## config.mk

```make
export PLATFORM = sky130hd
export DESIGN_NAME = rand_range_draw_flat
export DESIGN_NICKNAME = d
export VERILOG_FILES = /design/src/rtl/rand_range_draw_if.sv /design/src/rtl/rand_range_draw.sv /design/src/flat_wrapper.sv
export SDC_FILE = /design/constraint.sdc
export NUM_CORES = 1
export LEC_CHECK = 0
export CORE_ASPECT_RATIO = 1.4
export CORE_MARGIN = 2
export CORE_UTILIZATION = 45
export CTS_CLUSTER_DIAMETER = 40
export DETAILED_ROUTE_END_ITERATION = 12
export PLACE_DENSITY_LB_ADDON = 0.2
export SETUP_SLACK_MARGIN = 0.02
export SYNTH_ARGS = -nofsm -noshare
export SYNTH_HDL_FRONTEND = slang
export SYNTH_SLANG_ARGS = --single-unit
export TNS_END_PERCENT = 1
```

## constraint.sdc

```tcl
create_clock -name clk -period 4 [get_ports clk]
set_input_delay 1 -clock clk [delete_from_list [all_inputs] [get_ports clk]]
set_output_delay 1 -clock clk [all_outputs]
set_load 0.02 [all_outputs]
```

## src/rtl/rand_range_draw_if.sv

```systemverilog
// Handshake and data bundle for rand_range_draw: random source, draw request and result.
interface rand_range_draw_if;
  logic [15:0] rnd_in;
  logic        req;
  logic [7:0]  range_n;
  logic        busy;
  logic        done;
  logic [7:0]  value;
  logic [3:0]  retries;
  logic        err;

  modport master (
    output rnd_in, req, range_n,
    input  busy, done, value, retries, err
  );

  modport slave (
    input  rnd_in, req, range_n,
    output busy, done, value, retries, err
  );
endinterface

```

## src/rtl/rand_range_draw.sv

```systemverilog
// Draws a number in 0..N-1 from a 15-bit random word using one shared restoring divider.
// Macro RAND_REJECT_EN enables the LIMIT step and q<qmax rejection (unbiased draw).
module rand_range_draw (
  input logic               clk,
  input logic               rst_n,
  rand_range_draw_if.slave  bus
);

  typedef enum logic [2:0] {StIdle, StLimit, StSample, StDiv, StCheck} state_e;

  state_e      state_q, state_d;
  logic [7:0]  n_q, n_d;
  logic [7:0]  rem_q, rem_d;
  logic [15:0] quo_q, quo_d;
  logic [3:0]  cnt_q, cnt_d;
  logic [7:0]  value_q, value_d;
  logic        done_q, done_d;
  logic        err_q, err_d;
`ifdef RAND_REJECT_EN
  logic [15:0] qmax_q, qmax_d;
  logic [3:0]  retries_q, retries_d;
`endif

  // Bit 15 of the random word is deliberately discarded.
  logic unused_rnd_msb;
  assign unused_rnd_msb = bus.rnd_in[15];

  // One restoring-division step: quo_q shifts the dividend out and the quotient in.
  logic [8:0]  trial;
  logic        trial_ge;
  logic [7:0]  step_rem;
  logic [15:0] step_quo;

  assign trial    = {rem_q, quo_q[15]};
  assign trial_ge = trial >= {1'b0, n_q};
  assign step_rem = trial_ge ? 8'(trial - {1'b0, n_q}) : trial[7:0];
  assign step_quo = {quo_q[14:0], trial_ge};

  always_comb begin
    state_d   = state_q;
    n_d       = n_q;
    rem_d     = rem_q;
    quo_d     = quo_q;
    cnt_d     = cnt_q;
    value_d   = value_q;
    done_d    = 1'b0;
    err_d     = err_q;
`ifdef RAND_REJECT_EN
    qmax_d    = qmax_q;
    retries_d = retries_q;
`endif

    unique case (state_q)
      StIdle: begin
        if (bus.req) begin
          n_d   = bus.range_n;
          err_d = 1'b0;
          rem_d = 8'd0;
          cnt_d = 4'd0;
`ifdef RAND_REJECT_EN
          retries_d = 4'd0;
          quo_d     = 16'h8000;
          state_d   = StLimit;
`else
          state_d   = StSample;
`endif
        end
      end
`ifdef RAND_REJECT_EN
      StLimit: begin
        if (n_q == 8'd0) begin
          done_d  = 1'b1;
          err_d   = 1'b1;
          value_d = 8'd0;
          state_d = StIdle;
        end else begin
          rem_d = step_rem;
          quo_d = step_quo;
          cnt_d = cnt_q + 4'd1;
          if (cnt_q == 4'd15) begin
            qmax_d  = step_quo;
            state_d = StSample;
          end
        end
      end
`endif
      StSample: begin
`ifndef RAND_REJECT_EN
        if (n_q == 8'd0) begin
          done_d  = 1'b1;
          err_d   = 1'b1;
          value_d = 8'd0;
          state_d = StIdle;
        end else
`endif
        begin
          quo_d   = {1'b0, bus.rnd_in[14:0]};
          rem_d   = 8'd0;
          cnt_d   = 4'd0;
          state_d = StDiv;
        end
      end
      StDiv: begin
        rem_d = step_rem;
        quo_d = step_quo;
        cnt_d = cnt_q + 4'd1;
        if (cnt_q == 4'd15) begin
          state_d = StCheck;
        end
      end
      StCheck: begin
`ifdef RAND_REJECT_EN
        if (quo_q < qmax_q) begin
          value_d = rem_q;
          done_d  = 1'b1;
          state_d = StIdle;
        end else begin
          if (retries_q != 4'd15) begin
            retries_d = retries_q + 4'd1;
          end
          state_d = StSample;
        end
`else
        value_d = rem_q;
        done_d  = 1'b1;
        state_d = StIdle;
`endif
      end
      default: state_d = StIdle;
    endcase
  end

  always_ff @(posedge clk) begin
    if (!rst_n) begin
      state_q   <= StIdle;
      n_q       <= 8'd0;
      rem_q     <= 8'd0;
      quo_q     <= 16'd0;
      cnt_q     <= 4'd0;
      value_q   <= 8'd0;
      done_q    <= 1'b0;
      err_q     <= 1'b0;
`ifdef RAND_REJECT_EN
      qmax_q    <= 16'd0;
      retries_q <= 4'd0;
`endif
    end else begin
      state_q   <= state_d;
      n_q       <= n_d;
      rem_q     <= rem_d;
      quo_q     <= quo_d;
      cnt_q     <= cnt_d;
      value_q   <= value_d;
      done_q    <= done_d;
      err_q     <= err_d;
`ifdef RAND_REJECT_EN
      qmax_q    <= qmax_d;
      retries_q <= retries_d;
`endif
    end
  end

  assign bus.busy  = state_q != StIdle;
  assign bus.done  = done_q;
  assign bus.value = value_q;
  assign bus.err   = err_q;
`ifdef RAND_REJECT_EN
  assign bus.retries = retries_q;
`else
  assign bus.retries = 4'd0;
`endif

endmodule

```

## src/flat_wrapper.sv

```systemverilog
// flat-port wrapper written by rule: the top's interface ports become plain ports
module rand_range_draw_flat 
  (clk, rst_n, bus_rnd_in, bus_req, bus_range_n, bus_busy, bus_done, bus_value, bus_retries, bus_err);
  rand_range_draw_if bus_i ();
  input logic clk;
  input logic rst_n;
  input wire logic [$bits(bus_i.rnd_in)-1:0] bus_rnd_in;
  input wire logic [$bits(bus_i.req)-1:0] bus_req;
  input wire logic [$bits(bus_i.range_n)-1:0] bus_range_n;
  output wire logic [$bits(bus_i.busy)-1:0] bus_busy;
  output wire logic [$bits(bus_i.done)-1:0] bus_done;
  output wire logic [$bits(bus_i.value)-1:0] bus_value;
  output wire logic [$bits(bus_i.retries)-1:0] bus_retries;
  output wire logic [$bits(bus_i.err)-1:0] bus_err;
  assign bus_i.rnd_in = bus_rnd_in;
  assign bus_i.req = bus_req;
  assign bus_i.range_n = bus_range_n;
  assign bus_busy = bus_i.busy;
  assign bus_done = bus_i.done;
  assign bus_value = bus_i.value;
  assign bus_retries = bus_i.retries;
  assign bus_err = bus_i.err;
  rand_range_draw u_core (.clk(clk), .rst_n(rst_n), .bus(bus_i));
endmodule
```

==> flow_summary.json <==
{
  "status": "finished, final reports clean",
  "cts_resized": 0,
  "clk_pin_slew_worst_paths_ns": 0.09,
  "fin_cells": 403,
  "io_pins": 42,
  "finalSetupTns_ns": 0,
  "root_buffer": "clkbuf_8",
  "synth_commonest_cells": "55 x nand2_1, 49 x dfxtp_1, 35 x nor2_1, 21 x a21oi_1, 15 x inv_1",
  "yosysMostFrequentCell": "nand2_1",
  "synth.top_cell.area_share": 0.393,
  "async_flop_share": 0,
  "startpoint": "u_core.state_q[0]",
  "maxSlewHeadroom": 0.371,
  "routed_wirelength_um": 5810,
  "numCtsBuffers": 5,
  "die_h_um": 92.1,
  "rrSetupSlack_ns": 1.67,
  "initial_core_util": 0.458,
  "power_density_mw_per_mm2": 359,
  "critPathMaxStageDelay_ns": 0.55,
  "drt-met1-wl_um": 2480,
  "synth_area_mm2": 0.00250,
  "rsz0062_at_grt": "false",
  "layout-drive-gt1-share": 0.0537,
  "drtPass1Iterations": 4,
  "areaGrowthSynthToFinish_pct": 17.9,
  "fin_crit_ns": 2.70,
  "final_hold_viol_count": 0,
  "yosysTopAreaCell": "dfxtp_1",
  "holdCritStartpoint": "u_core.quo_q[8]",
  "wl_met2_um": 3010,
  "maxCapViolations": 0,
  "postLayoutCellArea_mm2": 0.00294,
  "dieArea_mm2": 0.00617,
  "wl_met3_um": 186,
  "ys_ff_latch": 49,
  "p_total_mw": 1.06,
  "yosysWarnings": 0,
  "worstPathCellList": "or3_4 > clkdlybuf4s50_1",
  "dp_slack_ns": 1.27,
  "grt-ovfl-total": 0,
  "die_width_um": 66.9,
  "synth_edf_count": 0,
  "critPathLaunchType": "register",
  "wl_per_cell_um": 14.4,
  "antenna_cells": 0,
  "antenna_found_initial": 0,
  "clockBufferDepth": 2,
  "antenna_left": 0,
  "setup_ws_ns": 1.30,
  "cp_slowest_cell": "clkdlybuf4s50_1",
  "coreArea_mm2": 0.00545,
  "grt_pass1_wl_um": 9430,
  "arrival_ns": 1.70,
  "first_iter_violations": 149,
  "vias_per_cell": 5.65,
  "worst_pin_slew_ns": 0.942,
  "skew_ns": 0.00557,
  "holdCritPathClass": "register to register",
  "clk_latency_ns": 0.31,
  "synth_cells": 305,
  "h-tree-depth": 2,
  "track_usage": 0.198,
  "first_global_vias": 2094,
  "dpl_cell_area_mm2": 0.00286,
  "path_class": "register to output port",
  "cp_max_fo": 7,
  "grt_max_degree": 39,
  "synth_sequential_area_ratio": 0.393,
  "row_count": 32,
  "utilization": 0.541,
  "gp_congestion": 0.876,
  "synthDistinctLibCells": 53,
  "dp.cells": 395,
  "worstPathRequired_ns": 3.00,
  "cts_setup_buffers": 0,
  "routed.top_layer": "met4",
  "worstSetupEndpointType": "output port",
  "rr_startpoint": "u_core.n_q[6]",
  "vias": 2275,
  "dp_hpwl_um": 4240,
  "hold-worst-slack_ns": 0.477,
  "synth.avg_cell_area_um2": 8.18,
  "clock-sinks": 49,
  "ir_worst_vdd_v": 0.000201,
  "finalCritPeriodShare": 0.674,
  "synth-main-ff-cell": "dfxtp_1",
  "drv_slew": 0,
  "synthTopCellsByArea": "dfxtp_1 39%, nand2_1 8.3%, nor2_1 5.3%",
  "layout.nets": 371,
  "fmax_mhz": 371,
  "cts_tree": "done",
  "drc": 0,
  "io_buffers": 36,
  "setup_viol": 0,
  "static-leakage-power_nw": 1.10,
  "cts_hold_buf": 0
}
[sequential cells by signal, summed over array words and instances (netlist names)]
signal and count:
u_core.quo_q 16, u_core.bus.value 8, u_core.n_q 8, u_core.bus.done 1, u_core.bus.err 1, u_core.state_q 3, u_core.cnt_q 4, u_core.rem_q 8
[per-layer routing]
layer	global-route usage	vias to the layer above
li1	-	1132
met1	0.242	1089
met2	0.348	45
met3	0.0294	9
met4	0.0663	0
met5	0	-
[worst paths after layout]
check        cells after the start         endpoint
max                              2         bus_busy
min                              2  u_core.quo_q[9]
max reg2reg                      7  u_core.rem_q[0]
min reg2reg                      2  u_core.quo_q[9]
[layout by cell type (no fill, tap or decap), types with 3 or more instances in the layout]
| master | netlist | final |
|---|---|---|
| ha_1 | 9 | 9 |
| nand2_1 | 55 | 55 |
| clkdlybuf4s50_1 | 0 | 36 |
| or3_1 | 3 | 3 |
| nand3_1 | 11 | 11 |
| o21ai_0 | 7 | 7 |
| nand2b_1 | 5 | 5 |
| a21oi_1 | 21 | 21 |
| a22oi_1 | 9 | 9 |
| xor2_1 | 3 | 3 |
| a311oi_1 | 14 | 14 |
| clkbuf_8 | 0 | 5 |
| dfxtp_1 | 49 | 49 |
| nand4_1 | 7 | 7 |
| inv_1 | 15 | 15 |
| conb_1 | 1 | 4 |
| o211ai_1 | 4 | 4 |
| nor2_1 | 35 | 35 |
[critical path: cells and delay by family (launching register included)]
kind                   cells  cell delay [ns]
and+or+nand+nor            1             0.46
DFF                        1             0.38
buffers and inverters      1             0.55
[cell type report]
type,count,area (um^2)
multi-input cells,226,1370
inverters,15,56.3
clock inverters,2,10.0
flip-flops and latches,49,981
well taps,68,85.1
clock buffers,6,72.6
fillers,539,2500
repair buffers,37,368
[cell families (layout without fill, tap and decap cells)]
logic type,after synthesis,count (layout),synth area share
adder cells (fa/ha/maj),10,10,0.0531
buffers and inverters,33,60,0.0622
AND/OR/NAND/NOR,133,133,0.255
other,1,4,0.00150
flip-flops,49,49,0.393
XOR/XNOR,4,4,0.0140
AO/OA/AOI/OAI,75,75,0.221
[power breakdown]
part	switching, mW	leakage (nW)	internal, mW
registers	0.0193	0.399	0.516
clock network	0.169	0.0450	0.122
logic	0.134	0.655	0.0974
(Power assumes the default switching activity.)
